<file path="src/rtl/mult_pkg.sv">
// Shared definitions for the sequential shift-add multiplier.
package mult_pkg;

  localparam int MULT_W = 32;
  localparam int CNT_W  = $clog2(MULT_W) + 1;

  typedef enum logic [1:0] {
    IDLE = 2'd0,
    CALC = 2'd1,
    FIX  = 2'd2
  } state_t;

endpackage

</file>
<file path="src/rtl/neg_abs.sv">
// Conditional two's-complement negate: out = en ? -in : in.
module neg_abs #(
  parameter int W = 32
) (
  input  logic [W-1:0] in,
  input  logic         en,
  output logic [W-1:0] out
);

  // Negation of the most negative value wraps to itself, which is exactly
  // its unsigned magnitude, so no special case is needed.
  always_comb begin
    out = en ? (~in + W'(1)) : in;
  end

endmodule

</file>
<file path="src/rtl/mult_seq.sv">
// Multi-cycle radix-2 shift-add multiplier (MULT / MULTU).
// Operands are reduced to magnitudes on accept, multiplied unsigned over
// WIDTH cycles, then the sign is applied in a single fix-up cycle.
module mult_seq
  import mult_pkg::*;
#(
  parameter int WIDTH = MULT_W
) (
  input  logic                 clk,
  input  logic                 rst,
  input  logic                 start,
  input  logic                 is_signed,
  input  logic [WIDTH-1:0]     a,
  input  logic [WIDTH-1:0]     b,
  output logic                 busy,
  output logic                 done,
  output logic [2*WIDTH-1:0]   result
);

  localparam int CW = $clog2(WIDTH) + 1;

  state_t             state, state_nx;
  logic [WIDTH-1:0]   mag_a, mag_b;
  logic [WIDTH-1:0]   mplier;
  logic [2*WIDTH-1:0] mcand_sh;
  logic [2*WIDTH-1:0] acc;
  logic [2*WIDTH-1:0] prod;
  logic [CW-1:0]      cnt;
  logic               neg;
  logic               busy_nx;
  logic               done_nx;

  neg_abs #(.W(WIDTH)) u_abs_a (
    .in  (a),
    .en  (is_signed & a[WIDTH-1]),
    .out (mag_a)
  );

  neg_abs #(.W(WIDTH)) u_abs_b (
    .in  (b),
    .en  (is_signed & b[WIDTH-1]),
    .out (mag_b)
  );

  neg_abs #(.W(2*WIDTH)) u_fix (
    .in  (acc),
    .en  (neg),
    .out (prod)
  );

  // State register
  always_ff @(posedge clk or posedge rst) begin
    if (rst) state <= IDLE;
    else     state <= state_nx;
  end

  // Next-state logic: start is only honoured in IDLE
  always_comb begin
    state_nx = state;
    case (state)
      IDLE:    if (start) state_nx = CALC;
      CALC:    if (cnt == CW'(WIDTH - 1)) state_nx = FIX;
      FIX:     state_nx = IDLE;
      default: state_nx = IDLE;
    endcase
  end

  // Output decode; busy/done are registered from these values
  always_comb begin
    busy_nx = (state_nx == CALC) || (state_nx == FIX);
    done_nx = (state == FIX);
  end

  // Registered status outputs
  always_ff @(posedge clk or posedge rst) begin
    if (rst) begin
      busy <= 1'b0;
      done <= 1'b0;
    end else begin
      busy <= busy_nx;
      done <= done_nx;
    end
  end

  // Datapath: the multiplicand shifts left each step instead of being
  // shifted by cnt, which is the same partial-product sum.
  always_ff @(posedge clk or posedge rst) begin
    if (rst) begin
      mcand_sh <= '0;
      mplier   <= '0;
      acc      <= '0;
      cnt      <= '0;
      neg      <= 1'b0;
      result   <= '0;
    end else begin
      case (state)
        IDLE: begin
          if (start) begin
            mcand_sh <= {{WIDTH{1'b0}}, mag_a};
            mplier   <= mag_b;
            neg      <= is_signed & (a[WIDTH-1] ^ b[WIDTH-1]);
            acc      <= '0;
            cnt      <= '0;
          end
        end
        CALC: begin
          if (mplier[0]) acc <= acc + mcand_sh;
          mcand_sh <= mcand_sh << 1;
          mplier   <= mplier >> 1;
          cnt      <= cnt + CW'(1);
        end
        FIX: begin
          result <= prod;
        end
        default: ;
      endcase
    end
  end

endmodule

</file>
<file path="config.mk">
export PLATFORM = sky130hd
export DESIGN_NAME = mult_seq
export DESIGN_NICKNAME = d
export VERILOG_FILES = /design/src/rtl/mult_pkg.sv /design/src/rtl/neg_abs.sv /design/src/rtl/mult_seq.sv
export SDC_FILE = /design/constraint.sdc
export NUM_CORES = 1
export LEC_CHECK = 0
export BUFFER_PORTS_ARGS = -buffer_cell sky130_fd_sc_hd__buf_2
export CAP_MARGIN = 20
export CELL_PAD_IN_SITES_DETAIL_PLACEMENT = 0
export CELL_PAD_IN_SITES_GLOBAL_PLACEMENT = 2
export CORE_UTILIZATION = 37
export CTS_BUF_LIST = sky130_fd_sc_hd__clkbuf_8 sky130_fd_sc_hd__clkbuf_16
export DETAILED_ROUTE_END_ITERATION = 7
export GPL_TIMING_DRIVEN = 0
export MAX_ROUTING_LAYER = met4
export PLACE_DENSITY_LB_ADDON = 0.2
export RECOVER_POWER = 25
export SLEW_MARGIN = 15
export SYNTH_ARGS = -nofsm -noshare
export SYNTH_HDL_FRONTEND = slang
export SYNTH_SLANG_ARGS = --single-unit
</file>
<file path="constraint.sdc">
create_clock -name clk -period 9.3 [get_ports clk]
set_input_delay 1.86 -clock clk [delete_from_list [all_inputs] [get_ports clk]]
set_output_delay 1.86 -clock clk [all_outputs]
set_load 0.05 [all_outputs]
</file>
**Word-level counts from Yosys, hierarchy flattened**

Index checks and enable logic that the tools add are counted.

- Add/subtract/negate cells: 5
- Multiply operators: 0
- Divide/modulo/power cells: 0
- $lt $le $gt $ge: 0
- Equal/unequal tests: 7
- Shifts and indexed selects: 0
- Multiplexer cells: 15
- Bitwise logic cells: 7
- Reduce and logical (&&, ||, !) cells: 6

Operator list:

| cell | number |
|---|---|
| two-way mux 64 bit | 4 |
| one-hot mux 64 bit (2 select lines) | 2 |
| two-way mux 32 bit | 3 |
| adder 32 x 1 -> 32 bit (second input constant) | 2 |
| adder 64 x 1 -> 64 bit (second input constant) | 1 |
| adder 64 bit | 1 |
| NOT 32 bit | 2 |
| NOT 64 bit | 1 |
| one-hot mux 32 bit (2 select lines) | 1 |
| one-hot mux 6 bit (2 select lines) | 1 |
| adder 6 x 1 -> 6 bit (second input constant) | 1 |
| equality test 6 x 5 -> 1 bit (second input constant) | 1 |
| two-way mux 6 bit | 1 |
| equality test 2 x 1 -> 1 bit (second input constant) | 2 |
| equality test 2 bit (second input constant) | 2 |
| two-way mux 2 bit | 2 |
| != test 2 bit (second input constant) | 2 |
| one-hot mux 2 bit (2 select lines) | 1 |
| AND reduction 2 bit | 2 |
| bitwise AND 1 bit | 3 |
| AND reduction 3 bit | 1 |
| zero test 2 bit | 1 |
| nonzero test 2 bit | 1 |
| logical OR 1 bit | 1 |
| XOR 1 bit | 1 |

- Register bits after elaboration: 235
- Bits in latches: 0
- Bits in writable memories: 0
- Bits in read-only memories: 0
- Output and inout port bits: 66
- Logic and storage cells: 49
- Memories: 0

**Depth between registers and ports, before layout**

- Word-level depth: 5
- Gate-level depth with buffers: 13
- Mapped depth without buffers: 13

**By module**

A second synthesis with hierarchy kept.

- Cells, all modules: 1,735
- Area total of the unflattened synthesis: 16,133.0 um2

By module, submodules not included:

| module | instances | cells each | area an instance (um2) | seq. area each (um2) |
|---|---|---|---|---|
| mult_seq | 1 | 1,331 | 12,929.9 | 5,880.6 |
| neg_abs at u_fix | 1 | 206 | 1,649.1 | 0.0 |
| neg_abs at u_abs_a ... | 2 | 99 | 777.0 | 0.0 |

**Worst setup path after synthesis**

Ideal clock, no wire load.

- Path type: input -> register
- Start point: input b[10]
- End point: register mplier[29]
- Library setup time: 135 ps
- Arrival: 4,103 ps
- Required time: 9,165 ps
- Setup slack: 5,062 ps
- Stages on the path: 10
- Cells stage by stage: or4_1 -> nor3_1 -> nand2_1 -> or2_2 -> nand2b_1 -> nand2b_1 -> or2_2 -> o41ai_1 -> xor2_1 -> o21ai_0

- Word-level cells in the longest chain between the ends: 5

RTL lines:

| what | RTL line | RTL |
|---|---|---|
| start: declaration | mult_seq.sv:14 | `input logic [WIDTH-1:0] b,` |
| NOT 32 bit | neg_abs.sv:13 | `out = en ? (~in + W'(1)) : in;` |
| adder 32 x 1 -> 32 bit | neg_abs.sv:13 |  |
| two-way mux 32 bit | neg_abs.sv:13 |  |
| two-way mux 32 bit | mult_seq.sv:98 | `if (start) begin` |
| one-hot mux 32 bit (2 select lines) | mult_seq.sv:96 | `case (state)` |
| end signal: assignment | mult_seq.sv:100 | `mplier <= mag_b;` |
| end signal: assignment | mult_seq.sv:109 | `mplier <= mplier >> 1;` |
| end: declaration | mult_seq.sv:24 | `logic [WIDTH-1:0] mplier;` |

Every way passes these cells. The select of a mux whose other input is x is not followed.
A chain may end at the register's enable or synchronous reset.

**Worst setup path in the final report**

- Start point: register acc[29]
- End point: register acc[60]

- Word-level cells in the longest chain between the ends: 3

RTL lines:

| what | RTL line | RTL |
|---|---|---|
| start: declaration | mult_seq.sv:26 | `logic [2*WIDTH-1:0] acc;` |
| start signal: assignment | mult_seq.sv:107 | `if (mplier[0]) acc <= acc + mcand_sh;` |
| adder 64 bit | mult_seq.sv:107 |  |
| two-way mux 64 bit | mult_seq.sv:107 |  |
| one-hot mux 64 bit (2 select lines) | mult_seq.sv:96 |  |

Every way passes these cells. The select of a mux whose other input is x is not followed.

==> results <==
- The worst path needs between 4 and 5 ns of the cycle, external delays included.
- The worst setup path is captured at a flip-flop.
- The routed layout has ~13,000 vias.
- Static timing analysis puts the maximum clock frequency at roughly 210 MHz.
- The instance count after placement with tap cells included is 2,392.
- The horizontal die dimension is approximately 200 um.
- The first-pass GRT wire length is between 70 and 80 mm.
- The largest voltage drop on the vdd net is between 0.1 and 0.15 mV.
- The cell count after synthesis came out at 1,731.
- The count of instances resized after the clock tree is built is 0.
- The total of endpoints with negative setup slack in the final report is 0.
- Yosys printed 0 warnings.
- For this run the aggregate overflow at the end of global routing stands at 0.
- Once layout is done, the placed cells without fillers occupy approximately 17,000 um2.
- The clock network accounts for 21.2% of the total power.
- The share of total power in sequential cells is about a third.
- The synthesis-to-layout area growth is 15.64%.
- For flop-to-flop paths, the worst setup slack is approximately 4.6 ns.
- Power spread over the standard cell area amounts to about 300 nW/um2.
- In the synthesized netlist the dominant register cell turns out to be dfrtp_1.
- The number of buffers added by the clock tree synthesis step is 28.
- The detailed-route DRC error count is 0.
- The congestion estimate from routability-driven global placement came to 0.9311.
- The number of antenna violations at the first check in global routing is 1.
- The final reports fail on capacitance limit, slew limit.
- The count of H-tree levels built during CTS is 1.
- The clock tree from TritonCTS is done.
- The die footprint is a little over 40,000 um2.
- The final-report hold violation count is 0.
- The critical path data arrival time is roughly 5.1 ns.
- The share of final-layout standard cells stronger than drive strength 1 is 10.95%.
- The cell area that synthesis handed to floorplanning was between 10,000 and 15,000 um2.
- The number of setup buffers added after CTS is 0.
- The synthesized design spends more area on one cell type than any other, namely dfrtp_1.
- For this design, the sink count on the clock tree is ~240.
- For this run, the detailed router's first-pass iteration total came to 5.
- The proportion of netlist area held by the largest area contributor is just under 40%.
- The switching power share of the total is a little under half.
- The clock tree root driver cell is clkbuf_16.
- The count of pins over their slew limit came to 70.
- The final layout contains routed wiring with a total length of ~48 mm.
- At the worst endpoint, the required time is 9.71 ns.
- Summed over all cells, the static leakage comes to around 7.6 nW.
- In this run, post-CTS hold repair placed 0 buffers.
- The final critical path takes up 50.16% of the cycle.
- Buffers placed on the I/O ports in this run total between 100 and 150.
- The number of DRC violations after detailed-routing iteration 0 is around 770.
- The via count of the first global-routing pass is 13,050.
- The global router's overall resource usage is between 20% and 30%.
- The clock tree skew after final layout is between 0.015 and 0.02 ns.
- The sequential fraction of the synthesis area is 39.27%.
- The worst-path maximum fanout is 7.
- The maximum clock path buffer count is 3.
- The floorplan row count is 73.
- The placed wire-length estimate after detailed placement is between 30 and 40 mm.
- roughly 130 I/O pins were placed.
- For the pin with the worst max-slew slack, the measured transition is roughly 3.2 ns.
- The count of non-filler cells in the finished layout is around 2,400.
- The per-instance average area after synthesis is a little under 9 um2.
- The clock slew seen by the registers of the worst setup and hold paths is approximately 0.07 ns.
- The initial utilization of the core area, before any placement, comes to a little under two fifths.
- The reported max-cap violation count is 1.
- For this run, the share of the core covered by cells in the final layout is around 43%.
- Ranked by total cell area, the synthesized netlist is headed by dfrtp_1 39%, o21ai_0 9.0%, xor2_1 6.4%, nand2_1 6.3%, ha_1 5.6%.
- The area of the placeable core is between 30,000 and 40,000 um2.
- Entering global routing, the biggest net connects 99 pins.
- The post-place instance area is approximately 16,000 um2.
- The class of the worst hold path is reg -> reg.
- The remaining number of nets flagged by the antenna check after routing is 0.
- The die height is 203.2 um.
- Of all flip-flops after synthesis, the portion carrying an async set or reset was 100.0%.
- The synthesized netlist contains between 60 and 70 unique library cells.
- After detailed routing, the average wire length per cell comes to roughly 20 um.
- The run finished, with violations left.
- The post-synthesis sequential element count is 235.
- Combinational logic is responsible for 47.0% of the overall power.
- The internal power of the cells totals about 0.0029 W.
- Setup repair after global routing left no endpoint under its margin.
- The insertion delay of the later-clocked pin in the worst-skew pair is ~0.57 ns.
- The final net count is just over 2,000.
- The kind of start point of the critical path is a flip-flop.
- The design draws 0.005319 W.
- The number of enable flip-flop cells after synthesis is 0.
- The worst setup path is of the reg -> reg kind.
- The net count of the mapped netlist is between 1,500 and 2,000.
- The switching power is approximately 0.0024 W.
- The vias per cell is 5.481.
- In this run the tightest slew margin relative to its limit is -117.5%.
[placed cells by master (no fill, tap or decap), drive strengths merged, types with 19 or more instances in the layout]
cell | synthesis | final
nand2 | 252 | 252
buf | 4 | 140
nand3 | 25 | 25
nor3 | 25 | 25
a21oi | 91 | 91
nor2 | 81 | 81
a22o | 37 | 37
o41ai | 19 | 19
xor2 | 109 | 109
clkbuf | 97 | 132
or3 | 19 | 19
o31ai | 35 | 35
a21o | 21 | 21
o21ai | 276 | 276
dfrtp | 235 | 235
inv | 29 | 33
nand4 | 20 | 20
ha | 67 | 67
a22oi | 59 | 59
xnor2 | 68 | 68
[metrics by stage]
stage	setup TNS, ns	hold WS, ns	worst slack, ns
2_1_floorplan	0	0.4507	0.9937
6_report	0	0.4695	4.635
3_3_place_gp	-447.32	0.4574	-1.946
4_1_cts	0	0.4789	4.768
5_1_grt	0	0.4895	4.461
3_5_place_dp	0	0.4657	4.537
[worst paths after layout]
kind	end	cells past startpoint	startpoint
max	acc[60]	12	acc[29]
min	result[38]	2	result[38]
max reg2reg	acc[60]	12	acc[29]
min reg2reg	result[38]	2	result[38]
max in group asynchronous	mplier[21]	4	rst
min in group asynchronous	result[18]	2	rst
[power groups by stage]
stage / combinational [W] / sequential (W) / clock (W)
CTS: 0.00251 / 0.00169 / 0.00115
detailed placement: 0.00250 / 0.00170 / 0
global route: 0.00280 / 0.00174 / 0.00119
floorplan: 0.00180 / 0.00160 / 0
global placement: 0.00247 / 0.00170 / 0
finish: 0.00250 / 0.00169 / 0.00113
[cell families after synthesis]
logic type      Yosys count  share of synthesized area, %
fa+ha+maj                68                         5.731
mux                       3                        0.2005
simple gates            497                         15.28
xor+xnor                177                         10.35
flops                   235                         39.27
buf+inv                 131                         3.342
compound gates          620                         25.83
[cell type report]
class | count | area [um2]
Sequential cell | 235 | 5881
Clock buffer | 35 | 808.3
Multi-Input combinational cell | 1365 | 8594
Buffer | 101 | 387.9
Inverter | 30 | 113.9
Timing Repair Buffer | 136 | 735.7
Clock inverter | 16 | 137.6
Fill cell | 4127 | 22510
Antenna cell | 1 | 2.502
Tap cell | 525 | 656.9
[sequential cells by signal, summed over array words and instances (netlist names)]
signal	flops
done	1
state	2
mplier	32
cnt	6
busy	1
neg	1
result	64
mcand_sh	64
acc	64
[cells in the mapped netlist (all sizes together) (3+ instances only)]
cell	count
a211o	3
a211oi	6
a21boi	3
a21o	21
a21oi	91
a221o	3
a221oi	5
a22o	37
a22oi	59
a31o	5
a31oi	15
and2	9
and3	9
buf	4
clkbuf	97
dfrtp	235
ha	67
inv	29
mux2i	3
nand2	252
nand2b	10
nand3	25
nand4	20
nor2	81
nor2b	7
nor3	25
nor3b	3
nor4	16
o211ai	6
o21a	10
o21ai	276
o21bai	11
o221ai	3
o31ai	35
o41ai	19
or2	7
or3	19
or4	8
xnor2	68
xor2	109
[per-layer routing]
metal,routed length (um),vias to the layer above,track usage [%]
met1,23530,6458,33.59
li1,-,6608,-
met2,21390,270,36.54
met4,975,0,5.747
met5,0,-,-
met3,1969,60,2.621
[critical path, cell delays in order (launching register included)]
cell and delay [ns]:
dfrtp_1 0.47, ha_1 0.31, clkbuf_1 0.28, nand4_1 0.23, nor3_1 0.39, nand4_1 0.24, nor3_1 0.39, o21ai_0 0.40
a2111oi_0 0.89, o21ai_0 0.31, a22oi_1 0.28, mux2i_1 0.21, o21ai_0 0.09
Power figures use the tool's default switching activity.
